### config.mk
export PLATFORM = sky130hd
export DESIGN_NAME = mem_stage
export DESIGN_NICKNAME = d
export VERILOG_FILES = /design/src/rtl/mem_stage.sv
export SDC_FILE = /design/constraint.sdc
export NUM_CORES = 1
export LEC_CHECK = 0
export CAP_MARGIN = 20
export CORE_MARGIN = 3
export CORE_UTILIZATION = 40
export CTS_CLUSTER_SIZE = 20
export DETAILED_ROUTE_END_ITERATION = 10
export GPL_TIMING_DRIVEN = 0
export PLACE_DENSITY = 0.79
export SLEW_MARGIN = 20
export SYNTH_ARGS = -nofsm -noshare
export SYNTH_HDL_FRONTEND = slang
export SYNTH_SLANG_ARGS = --single-unit
### constraint.sdc
create_clock -name clock -period 2.35 [get_ports clock]
set_clock_uncertainty 0.2 [all_clocks]
set_input_delay 0.5875 -clock clock [delete_from_list [all_inputs] [get_ports clock]]
set_output_delay 0.5875 -clock clock [all_outputs]
set_load 0.01 [all_outputs]
### src/rtl/mem_stage.sv
// Memory-access pipeline stage: issues loads/stores over a req/ack data-memory
// handshake, aligns store lanes, extends load data and registers results toward WB.
module mem_stage (
  input  logic        clock,
  input  logic        reset,
  input  logic        in_valid,
  input  logic [31:0] pc4,
  input  logic [31:0] address,
  input  logic [31:0] wr_data,
  input  logic        mem_read,
  input  logic        mem_write,
  input  logic [1:0]  mem_size,
  input  logic        mem_unsigned,
  input  logic [4:0]  rd,
  input  logic        reg_write,
  input  logic        branch_result,
  output logic        stall,
  output logic        dmem_req,
  output logic        dmem_we,
  output logic [31:0] dmem_addr,
  output logic [3:0]  dmem_wstrb,
  output logic [31:0] dmem_wdata,
  input  logic [31:0] dmem_rdata,
  input  logic        dmem_ack,
  output logic        wb_valid,
  output logic        wb_reg_write,
  output logic        wb_branch,
  output logic        misaligned,
  output logic [31:0] wb_data,
  output logic [31:0] wb_pc4,
  output logic [4:0]  wb_rd
);

  localparam logic [0:0] IDLE   = 1'b0;
  localparam logic [0:0] ACCESS = 1'b1;

  logic [0:0]  state, state_next;
  logic        accept, start, finish;
  logic        is_mem, is_load, is_store, mis;
  logic [3:0]  st_wstrb;
  logic [31:0] st_wdata;
  logic [31:0] lane, ld_data;

  // Operands captured at acceptance for use when the ack returns
  logic [1:0]  off_q, size_q;
  logic        uns_q, load_q, reg_write_q, branch_q;
  logic [31:0] addr_q, pc4_q;
  logic [4:0]  rd_q;

  assign stall = (state == ACCESS);

  // Instruction decode and store lane placement
  always_comb begin
    is_mem   = mem_read | mem_write;
    is_load  = mem_read;
    is_store = mem_write & ~mem_read;
    mis      = is_mem & (((mem_size == 2'b01) & address[0]) |
                         (mem_size[1] & (address[1:0] != 2'b00)));
    st_wstrb = 4'b1111;
    st_wdata = wr_data;
    case (mem_size)
      2'b00: begin
        st_wstrb = 4'b0001 << address[1:0];
        st_wdata = {4{wr_data[7:0]}};
      end
      2'b01: begin
        st_wstrb = address[1] ? 4'b1100 : 4'b0011;
        st_wdata = {2{wr_data[15:0]}};
      end
      default: begin
        st_wstrb = 4'b1111;
        st_wdata = wr_data;
      end
    endcase
  end

  // Load lane extraction and extension
  always_comb begin
    lane    = dmem_rdata >> {off_q, 3'b000};
    ld_data = lane;
    case (size_q)
      2'b00:   ld_data = uns_q ? {24'b0, lane[7:0]}  : {{24{lane[7]}}, lane[7:0]};
      2'b01:   ld_data = uns_q ? {16'b0, lane[15:0]} : {{16{lane[15]}}, lane[15:0]};
      default: ld_data = lane;
    endcase
  end

  // Next-state logic
  always_comb begin
    state_next = state;
    accept     = 1'b0;
    start      = 1'b0;
    finish     = 1'b0;
    case (state)
      IDLE: begin
        if (in_valid) begin
          accept = 1'b1;
          if (is_mem && !mis) begin
            start      = 1'b1;
            state_next = ACCESS;
          end
        end
      end
      ACCESS: begin
        if (dmem_ack) begin
          finish     = 1'b1;
          state_next = IDLE;
        end
      end
      default: state_next = IDLE;
    endcase
  end

  always_ff @(posedge clock) begin
    if (reset) state <= IDLE;
    else       state <= state_next;
  end

  // Memory request, captured operands and WB registers
  always_ff @(posedge clock) begin
    if (reset) begin
      dmem_req     <= 1'b0;
      dmem_we      <= 1'b0;
      dmem_addr    <= 32'b0;
      dmem_wstrb   <= 4'b0;
      dmem_wdata   <= 32'b0;
      wb_valid     <= 1'b0;
      wb_reg_write <= 1'b0;
      wb_branch    <= 1'b0;
      misaligned   <= 1'b0;
      wb_data      <= 32'b0;
      wb_pc4       <= 32'b0;
      wb_rd        <= 5'b0;
      off_q        <= 2'b0;
      size_q       <= 2'b0;
      uns_q        <= 1'b0;
      load_q       <= 1'b0;
      reg_write_q  <= 1'b0;
      branch_q     <= 1'b0;
      addr_q       <= 32'b0;
      pc4_q        <= 32'b0;
      rd_q         <= 5'b0;
    end else begin
      wb_valid   <= 1'b0;
      misaligned <= 1'b0;
      if (start) begin
        dmem_req    <= 1'b1;
        dmem_we     <= is_store;
        dmem_addr   <= {address[31:2], 2'b00};
        dmem_wstrb  <= is_store ? st_wstrb : 4'b0000;
        dmem_wdata  <= is_store ? st_wdata : 32'b0;
        off_q       <= address[1:0];
        size_q      <= mem_size;
        uns_q       <= mem_unsigned;
        load_q      <= is_load;
        reg_write_q <= reg_write;
        branch_q    <= branch_result;
        addr_q      <= address;
        pc4_q       <= pc4;
        rd_q        <= rd;
      end else if (accept) begin
        wb_valid     <= 1'b1;
        wb_data      <= address;
        wb_pc4       <= pc4;
        wb_rd        <= rd;
        wb_branch    <= branch_result;
        wb_reg_write <= reg_write & ~mis;
        misaligned   <= mis;
      end
      if (finish) begin
        dmem_req     <= 1'b0;
        dmem_we      <= 1'b0;
        wb_valid     <= 1'b1;
        wb_data      <= load_q ? ld_data : addr_q;
        wb_reg_write <= load_q & reg_write_q;
        wb_pc4       <= pc4_q;
        wb_rd        <= rd_q;
        wb_branch    <= branch_q;
      end
    end
  end

endmodule
==> results of run 1 <==
cell type report:
class                   count  area, µm²
plain buffers             117        721
well taps                 275        344
clock buffers              20        437
fillers                  1901       8590
multi-input cells         700       4220
clock inverters            11        155
inverters                   3       11.3
diodes                      2       5.00
flip-flops and latches    187       3740
repair buffers            286       2850
cell usage in the layout (no fill, tap or decap), types with 7 or more instances in the layout:
cell type	n
a21oi_1	116
mux2_2	10
a221oi_2	8
dfxtp_1	187
nor2_1	55
clkbuf_2	24
clkbuf_1	18
clkbuf_16	17
mux2i_1	42
a2bb2oi_1	7
buf_4	48
nand2_1	247
o22ai_1	10
o21ai_0	24
clkdlybuf4s50_1	280
a311oi_2	24
a211oi_2	8
a22o_1	16
o21bai_1	17
buf_2	19
nor3_1	15
a211oi_1	9
a22oi_1	25
o2bb2ai_1	20
per-stage QoR:
step	power (W)	cells	util	setup slack, ps
after floorplan	0.00434	1007	-	271
after CTS	0.00817	1599	0.591	7.79
after global placement	0.00517	1567	0.561	-780
after global routing	0.00845	1601	0.593	2.96
final	0.00815	1601	0.593	85.8
after detailed placement	0.00520	1567	0.561	-766
cells by family after synthesis:
kind of cell,after synthesis,share of synthesized area
simple gates,345,0.163
compound gates,301,0.262
mux,52,0.0617
other cells,1,0.000434
buf+inv,120,0.0788
flops,187,0.434
repair_timing:
action	in CTS	in global routing
setup buffers	1	0
endpoints found under the setup margin	171	136
gates resized for setup	26	29
pin swaps	2	0
sequential cells by signal (all words and copies together) (netlist names):
register,flops
addr_q,31
branch_q,1
dmem_req,1
dmem_wdata,32
dmem_we,1
dmem_wstrb,4
load_q,1
misaligned,1
off_q,1
pc4_q,32
rd_q,5
reg_write_q,1
size_q,2
stall,1
uns_q,1
wb_branch,1
wb_data,32
wb_pc4,32
wb_rd,5
wb_reg_write,1
wb_valid,1
worst paths after layout:
kind / endpoint / slack, ps / cells past startpoint
setup / recovery: stall / 90 / 1
hold / removal: pc4_q[13]$_SDFFE_PP0P_ / 260 / 2
setup reg to reg: wb_data[4]$_SDFFE_PP0P_ / 170 / 6
hold reg to reg: pc4_q[13]$_SDFFE_PP0P_ / 260 / 2
power groups by stage:
| stage | Sequential, W | Clock [W] | Combinational, W |
|---|---|---|---|
| detailed placement | 0.00354 | 0 | 0.00165 |
| finish | 0.00347 | 0.00300 | 0.00167 |
| global route | 0.00349 | 0.00316 | 0.00180 |
| global placement | 0.00354 | 0 | 0.00163 |
| CTS | 0.00347 | 0.00303 | 0.00167 |
| floorplan | 0.00358 | 0 | 0.000760 |
metal layers:
layer | GRT usage | routed length (µm)
met2 | 0.415 | 14600
met3 | 0.0764 | 2360
met5 | 0 | 33
met4 | 0.0959 | 958
met1 | 0.328 | 13200
==> impl_summary.log, run 1 <==
INFO  metric p_switching = 0.00226 W
INFO  metric cts.sink_count = between 150 and 200
INFO  metric postCtsHoldBufs = 0
INFO  metric power.combinational.fraction = 0.205
INFO  metric routed-via-count = 8641
INFO  metric critPathLaunchType = register
INFO  metric p_leak = about 4.6 nW
INFO  metric postSynthCellCount = 1006
INFO  metric top_cell_type_by_total_area_after_synthesis = dfxtp_1
INFO  metric arrival = 1480 ps
INFO  metric period_minus_slack = 2260 ps
INFO  metric htree_levels = 4
INFO  metric crit_chain = clkdlybuf4s50_1
INFO  metric cts_buffers = 17
INFO  metric io-pin-count = 288
INFO  metric worst_hold_slack = 255 ps
INFO  metric max_slew.worst_pin.slew = 819 ps
INFO  metric grtUsageTotal = 0.258
INFO  metric run_status = finished, final reports clean
INFO  metric grt_pass1_wl = 48.0 mm
INFO  metric cts_tree = yes
INFO  metric final-setup-viol-count = 0
INFO  metric synth_seq_cells = ~190
INFO  metric intPower = 0.00589 W
INFO  metric synth_top_cell_area_share = 0.434
INFO  metric clock.fmax = 0.442 GHz
INFO  metric vdd.ir_drop.worst = 0.478 mV
INFO  metric core_area = 0.0211 mm²
INFO  metric maximum_number_of_pins_on_one_net_before_global_route_repair = 17
INFO  metric unrepaired_setup_endpoints_after_global_routing = false
INFO  metric finalInstanceArea = 0.0125 mm²
INFO  metric holdCritStartpoint = pc4_q[13]$_SDFFE_PP0P_
INFO  metric timing.critical_path.slowest_stage_cell = clkdlybuf4s50_1
INFO  metric dr.pass1.iters = 7
INFO  metric synthesis.area = approximately 0.0086 mm²
INFO  metric synth_top_cells_by_count = nand2_1 (247), dfxtp_1 (187), a21oi_1 (116)
INFO  metric worst-endpoint-required = roughly 1600 ps
INFO  metric cp_top_family = buffers and inverters
INFO  metric cap_viol_max_count = 0
INFO  metric initial_antenna_violation_count = 4
INFO  metric synth_enable_flop_cells = 0
INFO  metric switching_share = 0.278
INFO  metric drc = 0
INFO  metric kind_of_end_point_of_the_critical_path = output port
INFO  metric num-nets-final = 1456
INFO  metric fp-row-count = 53
INFO  metric instance_area_after_placement = 0.0118 mm²
INFO  metric synth_top_flop_cell = dfxtp_1
INFO  metric finalSetupTns = 0 ps
INFO  metric post-synth-top-count-cell = nand2_1
INFO  metric worst_setup_path_startpoint = stall$_SDFF_PP0_
INFO  metric timing.critical_path.fanout_max = 6
INFO  metric route.detailed.vias_per_inst = ~5.4
INFO  metric power.share.sequential = 0.426
INFO  metric wl_cell = ~20 µm
INFO  metric die_w = roughly 150 µm
INFO  metric design.die.area = 0.0234 mm²
INFO  metric worst_slew_margin_rel = 0.452
INFO  metric area_growth_syn_to_layout = 44.7%
INFO  metric min_path_type = reg -> reg
INFO  metric port-buffer-count = between 200 and 300
INFO  metric final_layout_size_suffix_gt1_frac = 0.143
INFO  metric postSynthAreaPerCell = 8.58 µm²
INFO  metric slew_violations = 0
INFO  metric worst-setup-path-type = reg -> out
INFO  metric routed_wirelength = 31.1 mm
INFO  metric critical_path.reg2reg.startpoint = off_q[0]$_SDFFE_PP0P_
INFO  metric power.density = 652 mW/mm²
INFO  metric synth.top_cells.by_area = dfxtp_1 (43%), nand2_1 (11%), a21oi_1 (6.7%)
INFO  metric route.antenna.remaining_nets = 0
INFO  metric clk_root_buffer_cell = clkbuf_16
INFO  metric cp.buffers_inverters = 1
INFO  metric initial_utilization = 0.409
INFO  metric detailedRoute.firstIterationViolations = 586
INFO  metric synth_warnings = 0
INFO  metric min_period_over_period = 0.964
INFO  metric place.detailed.hpwl = 23.7 mm
INFO  metric floorplan.die.height = 153 µm
INFO  metric yosysSeqAreaShare = 0.434
INFO  metric grt_pass1_vias = around 8500
INFO  metric cts.reportedPaths.clkPinSlew = roughly 70 ps
INFO  metric yosysUniqueCellTypes = 48
INFO  metric clock_latency = 430 ps
INFO  metric hold_viol_final = 0
INFO  metric synthArstFlopShare = 0
INFO  metric gr-total-overflow = 0
INFO  metric highest_cell_delay_on_the_worst_timing_path = 640 ps
INFO  metric max-clock-path-buffers = 2
INFO  metric pwr-share-clk = 0.368
INFO  metric gp_routability_congestion = a little under 0.9
Note: power is estimated with default switching activity, not from simulation.
==> run 2, diff against run 1 <==
--- a/config.mk
+++ b/config.mk
@@ -10,6 +10,7 @@
 export CORE_UTILIZATION = 40
 export CTS_CLUSTER_SIZE = 20
 export DETAILED_ROUTE_END_ITERATION = 10
+export GPL_ROUTABILITY_DRIVEN = 0
 export GPL_TIMING_DRIVEN = 0
 export PLACE_DENSITY = 0.79
 export SLEW_MARGIN = 20
==> impl_summary.log, run 2 (same netlist as run 1, synthesis figures left out) <==
INFO  metric timing.rr.end = wb_data[5]$_SDFFE_PP0P_ (was wb_data[4]$_SDFFE_PP0P_)
INFO  metric final_layout_size_suffix_gt1_frac = 0.139 (was 0.143)
INFO  metric initial_utilization = 0.409 (unchanged)
INFO  metric postCtsHoldBufs = 0 (unchanged)
INFO  metric finalInstanceArea = 0.0125 mm² (about the same)
INFO  metric clock.fmax = 0.438 GHz (was 0.442 GHz)
INFO  metric route.detailed.vias_per_inst = 5.38 (was 5.40)
INFO  metric worst_slew_margin_rel = 0.434 (was 0.452)
INFO  metric holdCritStartpoint = pc4_q[28]$_SDFFE_PP0P_ (was pc4_q[13]$_SDFFE_PP0P_)
INFO  metric max_slew.worst_pin.slew = 846 ps (was 819 ps)
INFO  metric layoutNonFillerInstCount = 1601 (unchanged)
INFO  metric gr-total-overflow = 0 (unchanged)
INFO  metric dr.pass1.iters = 5 (was 7)
INFO  metric timing.critical_path.fanout_max = 10 (was 6)
INFO  metric worst-endpoint-required = 2450 ps (was 1560 ps)
INFO  metric num-nets-final = 1456 (unchanged)
INFO  metric run_status = finished, final reports clean (unchanged)
INFO  metric final-setup-viol-count = 0 (unchanged)
INFO  metric cts_buffers = 17 (unchanged)
INFO  metric fillerInstances = 1877 (was 1901)
INFO  metric floorplan.die.height = 153 µm (unchanged)
INFO  metric r2r_slack = 130 ps (was 170 ps)
INFO  metric wl_cell = 19.5 µm (about the same)
INFO  metric fp-row-count = 53 (unchanged)
INFO  metric unrepaired_setup_endpoints_after_global_routing = false (unchanged)
INFO  metric critPathLaunchType = input pin (was register)
INFO  metric grt_pass1_vias = 8455 (was 8460)
INFO  metric min_path_type = reg -> reg (unchanged)
INFO  metric p_leak = 4.56 nW (was 4.58 nW)
INFO  metric post-route-util = 0.592 (was 0.593)
INFO  metric worst_hold_slack = 256 ps (was 255 ps)
INFO  metric place_inst = 1567 (unchanged)
INFO  metric routed_wirelength = 31.2 mm (was 31.1 mm)
INFO  metric area_growth_syn_to_layout = 44.5% (was 44.7%)
INFO  metric route.antenna.remaining_nets = 0 (unchanged)
INFO  metric whs_path_depth = 2 (unchanged)
INFO  metric drc = 0 (unchanged)
INFO  metric max-clock-path-buffers = 2 (unchanged)
INFO  metric arrival = 2390 ps (was 1480 ps)
INFO  metric initial_antenna_violation_count = 4 (unchanged)
INFO  metric slew_violations = 0 (unchanged)
INFO  metric clock_latency = 420 ps (was 430 ps)
INFO  metric grt_pass1_wl = 48.1 mm (was 48.0 mm)
INFO  metric hold_viol_final = 0 (unchanged)
INFO  metric design.die.area = 0.0234 mm² (unchanged)
INFO  metric io-pin-count = 288 (unchanged)
INFO  metric grtUsageTotal = 0.258 (about the same)
INFO  metric cap_viol_max_count = 0 (unchanged)
INFO  metric instance_area_after_placement = 0.0118 mm² (unchanged)
INFO  metric vdd.ir_drop.worst = 0.507 mV (was 0.478 mV)
INFO  metric critical_path.reg2reg.startpoint = off_q[0]$_SDFFE_PP0P_ (unchanged)
INFO  metric hold_path_end = pc4_q[28]$_SDFFE_PP0P_ (was pc4_q[13]$_SDFFE_PP0P_)
INFO  metric htree_levels = 4 (unchanged)
INFO  metric place.detailed.hpwl = 23.7 mm (about the same)
INFO  metric worst-setup-path-type = in -> reg (was reg -> out)
INFO  metric routed-via-count = 8614 (was 8641)
INFO  metric cts.sink_count = 187 (unchanged)
INFO  metric die_w = 153 µm (unchanged)
INFO  metric detailedRoute.firstIterationViolations = 545 (was 586)
INFO  metric maximum_number_of_pins_on_one_net_before_global_route_repair = 17 (unchanged)
INFO  metric cts.reportedPaths.clkPinSlew = 70 ps (about the same)
INFO  metric kind_of_end_point_of_the_critical_path = register (was output port)
INFO  metric final_cell_mix = clkdlybuf4s50_1 (280), nand2_1 (247), dfxtp_1 (187) (unchanged)
INFO  metric core_area = 0.0211 mm² (unchanged)
INFO  metric power.density = 647 mW/mm² (was 652 mW/mm²)
INFO  metric min_period_over_period = 0.972 (was 0.964)
INFO  metric power = 0.00807 W (was 0.00815 W)
INFO  metric period_minus_slack = 2290 ps (was 2260 ps)
INFO  metric clk_root_buffer_cell = clkbuf_16 (unchanged)
INFO  metric layout.cells.most_common = clkdlybuf4s50_1 (unchanged)
INFO  metric cts_tree = yes (unchanged)
INFO  metric worst_r2r_path_cells = 6 (unchanged)
INFO  metric port-buffer-count = 285 (unchanged)
## run 2: cell count changes in the layout (fill, tap and decap cells not counted), sizes merged
cell         previous run  this run
bufinv                  3         2
clkbuf                 61        60
clkinv                  2         3
clkinvlp                1         2
dlygate4sd2             3         4
inv                     8         7
## run 2: worst max path at each step
stage | start | endpoint | slack (ps)
5_1_grt | reset | rd_q[3]$_SDFFE_PP0P_ | 3
6_report | reset | addr_q[27]$_SDFFE_PP0P_ | 60
3_3_place_gp | reset | load_q$_SDFFE_PP0P_ | -770
3_5_place_dp | reset | wb_valid$_SDFF_PP0_ | -800
4_1_cts | mem_read | wb_data[3]$_SDFFE_PP0P_ | -9
2_1_floorplan | mem_size[1] | wb_reg_write$_SDFFE_PP0P_ | 270
## run 2: metal layers
layer / share of wire / GRT usage
met1: 0.42 / 0.332
met2: 0.47 / 0.422
met3: 0.077 / 0.0668
met4: 0.026 / 0.0887
met5: 0.00067 / 0
## run 2: repair_timing
action                                  4_1_cts  5_1_grt
endpoints found under the setup margin      171      129
pin swaps                                     1        0
buffers inserted                              0        1
resized for setup                            25       20
## run 2: worst max-delay path, cell delays in order
cell             delay [ps]
clkdlybuf4s50_1         520
buf_2                   300
clkbuf_1                470
clkbuf_2                410
a21oi_1                  90
## run 2: layout make-up
class                      count  area (µm²)  area share
clock inverter                11         135      0.0108
antenna                        2        5.00    0.000401
inverter                       3        11.3    0.000903
tap                          275         344      0.0276
buffer                       117         716      0.0574
multi-input combinational    700        4220       0.338
clock buffer                  20         447      0.0358
timing repair buffer         286        2860       0.229
sequential                   187        3740       0.300
## run 2: power by group
group / total [W] / internal [W] / switching (W)
sequential: 0.00348 / 0.00336 / 0.000116
clock: 0.00293 / 0.00161 / 0.00131
combinational: 0.00167 / 0.000838 / 0.000835
total: 0.00807 / 0.00581 / 0.00226
## run 2: metrics by stage
| step | worst slack [ps] | setup TNS [ps] |
|---|---|---|
| detailed placement | -804 | -107730 |
| finish | 65.0 | 0 |
| floorplan | 271 | 0 |
| global route | 3.16 | 0 |
| global placement | -770 | -103100 |
| CTS | -9.40 | -9.40 |
==> run 3, diff against run 2 <==
--- a/config.mk
+++ b/config.mk
@@ -8,12 +8,14 @@
 export CAP_MARGIN = 20
 export CORE_MARGIN = 3
 export CORE_UTILIZATION = 40
-export CTS_CLUSTER_SIZE = 20
+export CTS_CLUSTER_SIZE = 10
 export DETAILED_ROUTE_END_ITERATION = 10
 export GPL_ROUTABILITY_DRIVEN = 0
 export GPL_TIMING_DRIVEN = 0
 export PLACE_DENSITY = 0.79
+export SETUP_SLACK_MARGIN = 0.4
 export SLEW_MARGIN = 20
 export SYNTH_ARGS = -nofsm -noshare
 export SYNTH_HDL_FRONTEND = slang
 export SYNTH_SLANG_ARGS = --single-unit
+export TNS_END_PERCENT = 20
==> impl_summary.log, run 3 (same netlist as run 1, synthesis figures left out) <==
INFO  metric run_status = finished, final reports clean (unchanged)
INFO  metric critical_path.reg2reg.startpoint = off_q[0]$_SDFFE_PP0P_ (unchanged)
INFO  metric final-setup-viol-count = 0 (unchanged)
INFO  metric cts.reportedPaths.clkPinSlew = 80 ps (was 70 ps)
INFO  metric io-pin-count = 288 (unchanged)
INFO  metric layoutNonFillerInstCount = 1621 (was 1601)
INFO  metric r2r_slack = 370 ps (was 130 ps)
INFO  metric arrival = 1330 ps (was 2390 ps)
INFO  metric max-clock-path-buffers = 2 (unchanged)
INFO  metric whs_path_depth = 2 (unchanged)
INFO  metric route.antenna.remaining_nets = 0 (unchanged)
INFO  metric gr-total-overflow = 0 (unchanged)
INFO  metric cts.sink_count = 187 (unchanged)
INFO  metric worst-setup-path-type = reg -> out (was in -> reg)
INFO  metric clock_latency = 430 ps (was 420 ps)
INFO  metric hold_path_end = wb_pc4[18]$_SDFFE_PP0P_ (was pc4_q[28]$_SDFFE_PP0P_)
INFO  metric timing.rr.end = wb_data[26]$_SDFFE_PP0P_ (was wb_data[5]$_SDFFE_PP0P_)
INFO  metric power.density = 632 mW/mm² (was 647 mW/mm²)
INFO  metric num-nets-final = 1472 (was 1456)
INFO  metric min_path_type = reg -> reg (unchanged)
INFO  metric fillerInstances = 1830 (was 1877)
INFO  metric detailedRoute.firstIterationViolations = 649 (was 545)
INFO  metric grt_pass1_wl = 50.3 mm (was 48.1 mm)
INFO  metric maximum_number_of_pins_on_one_net_before_global_route_repair = 20 (was 17)
INFO  metric design.die.area = 0.0234 mm² (unchanged)
INFO  metric grt_pass1_vias = 8878 (was 8455)
INFO  metric timing.critical_path.fanout_max = 2 (was 10)
INFO  metric path_depth = 1 (was 5)
INFO  metric final_layout_size_suffix_gt1_frac = 0.183 (was 0.139)
INFO  metric area_growth_syn_to_layout = 50.8% (was 44.5%)
INFO  metric worst_slew_margin_rel = 0.452 (was 0.434)
INFO  metric cap_viol_max_count = 0 (unchanged)
INFO  metric routed_wirelength = 32.3 mm (was 31.2 mm)
INFO  metric holdCritStartpoint = wb_pc4[18]$_SDFFE_PP0P_ (was pc4_q[28]$_SDFFE_PP0P_)
INFO  metric clk_root_buffer_cell = clkbuf_16 (unchanged)
INFO  metric final_cell_mix = nand2_1 (244), clkdlybuf4s50_1 (182), dfxtp_1 (173) (was clkdlybuf4s50_1 (280), nand2_1 (247), dfxtp_1 (187))
INFO  metric cts_tree = yes (unchanged)
INFO  metric place_inst = 1567 (unchanged)
INFO  metric hold_viol_final = 0 (unchanged)
INFO  metric die_w = 153 µm (unchanged)
INFO  metric floorplan.die.height = 153 µm (unchanged)
INFO  metric vdd.ir_drop.worst = 0.483 mV (was 0.507 mV)
INFO  metric grtUsageTotal = 0.269 (was 0.258)
INFO  metric dr.pass1.iters = 5 (unchanged)
INFO  metric slew_violations = 0 (unchanged)
INFO  metric place.detailed.hpwl = 23.9 mm (was 23.7 mm)
INFO  metric core_area = 0.0211 mm² (unchanged)
INFO  metric port-buffer-count = 285 (unchanged)
INFO  metric cp.buffers_inverters = 1 (was 4)
INFO  metric critPathLaunchType = register (was input pin)
INFO  metric highest_cell_delay_on_the_worst_timing_path = 560 ps (was 520 ps)
INFO  metric postCtsHoldBufs = 0 (unchanged)
INFO  metric crit_chain = clkdlybuf4s50_1 (was clkdlybuf4s50_1, buf_2, clkbuf_1, clkbuf_2, a21oi_1)
INFO  metric finalSetupTns = 0 ps (unchanged)
INFO  metric htree_levels = 4 (unchanged)
INFO  metric drc = 0 (unchanged)
INFO  metric routed-via-count = 8900 (was 8614)
INFO  metric min_period_over_period = 0.902 (was 0.972)
INFO  metric initial_antenna_violation_count = 6 (was 4)
INFO  metric cts_buffers = 17 (unchanged)
INFO  metric max_slew.worst_pin.slew = 819 ps (was 846 ps)
INFO  metric unrepaired_setup_endpoints_after_global_routing = true (was false)
INFO  metric worst-endpoint-required = 1560 ps (was 2450 ps)
INFO  metric kind_of_end_point_of_the_critical_path = output port (was register)
INFO  metric period_minus_slack = 2120 ps (was 2290 ps)
INFO  metric fp-row-count = 53 (unchanged)
INFO  metric layout.cells.most_common = nand2_1 (was clkdlybuf4s50_1)
INFO  metric multiInputGateArea = 0.00429 mm² (was 0.00422 mm²)
INFO  metric initial_utilization = 0.409 (unchanged)
INFO  metric clock.fmax = 0.472 GHz (was 0.438 GHz)
INFO  metric ff_latch_area = 0.00376 mm² (was 0.00374 mm²)
INFO  metric worst_hold_slack = 255 ps (was 256 ps)
INFO  metric cp_top_family = buffers and inverters (unchanged)
INFO  metric route.detailed.vias_per_inst = 5.49 (was 5.38)
INFO  metric wl_cell = 19.9 µm (was 19.5 µm)
INFO  metric worst_r2r_path_cells = 7 (was 6)
INFO  metric timing.critical_path.slowest_stage_cell = clkdlybuf4s50_1 (unchanged)
INFO  metric p_leak = 5.93 nW (was 4.56 nW)
## run 3: cell types whose count changed in the layout (fill, tap and decap cells not counted), sizes merged, moves of 3 or more
| cell | previous run | this run |
|---|---|---|
| buf | 78 | 98 |
| clkbuf | 60 | 57 |
| clkdlybuf4s50 | 280 | 182 |
| diode | 2 | 5 |
| dlygate4sd2 | 4 | 39 |
| dlymetal6s2s | 1 | 60 |
| inv | 7 | 10 |
## run 3: per-stage QoR
stage	setup WS [ps]	cell area [µm²]	power, W	utilization
5_1_grt	199	13000	0.00853	0.617
3_5_place_dp	-906	11900	0.00522	0.565
3_3_place_gp	-884	11900	0.00520	0.565
2_1_floorplan	364	8710	0.00436	-
6_report	230	13000	0.00824	0.617
4_1_cts	180	12900	0.00826	0.610
## run 3: repair_timing
| item | in CTS | in global routing |
|---|---|---|
| gates cloned | 1 | 0 |
| buffers inserted | 16 | 0 |
| endpoints found under the setup margin | 329 | 301 |
| gates resized for setup | 158 | 60 |
| pin swaps | 9 | 0 |
| hold endpoints to repair | 0 | 0 |
## run 3: how the worst max path moves through the flow
stage,slack (ps),start,to
6_report,230,dmem_wdata[23]$_SDFFE_PP0P_,dmem_wdata[23]
5_1_grt,200,dmem_wdata[19]$_SDFFE_PP0P_,dmem_wdata[19]
4_1_cts,180,wb_data[2]$_SDFFE_PP0P_,wb_data[2]
3_5_place_dp,-910,reset,load_q$_SDFFE_PP0P_
3_3_place_gp,-880,reset,wb_valid$_SDFF_PP0_
2_1_floorplan,360,mem_size[0],dmem_wdata[29]$_SDFFE_PP0P_
## run 3: final cells by class
type | instances | share of cell area
multi-input combinational | 700 | 0.329
sequential | 187 | 0.289
timing repair buffer | 302 | 0.237
buffer | 117 | 0.0696
clock buffer | 18 | 0.0337
tap | 275 | 0.0264
clock inverter | 14 | 0.0133
antenna | 5 | 0.000961
inverter | 3 | 0.000865
## run 3: layer usage
metal  track usage  share of wire  vias to the layer above
met1         0.341           0.41                     4223
li1              -              -                     4156
met3        0.0708          0.084                       67
met2         0.441           0.47                      450
met4         0.102          0.034                        4
met5             0        0.00084                        -
## run 3: power by group
part	internal, W	total (W)	switching [W]
Clock	0.00156	0.00302	0.00145
Combinational	0.000878	0.00174	0.000866
Sequential	0.00336	0.00347	0.000114
Total	0.00580	0.00824	0.00244
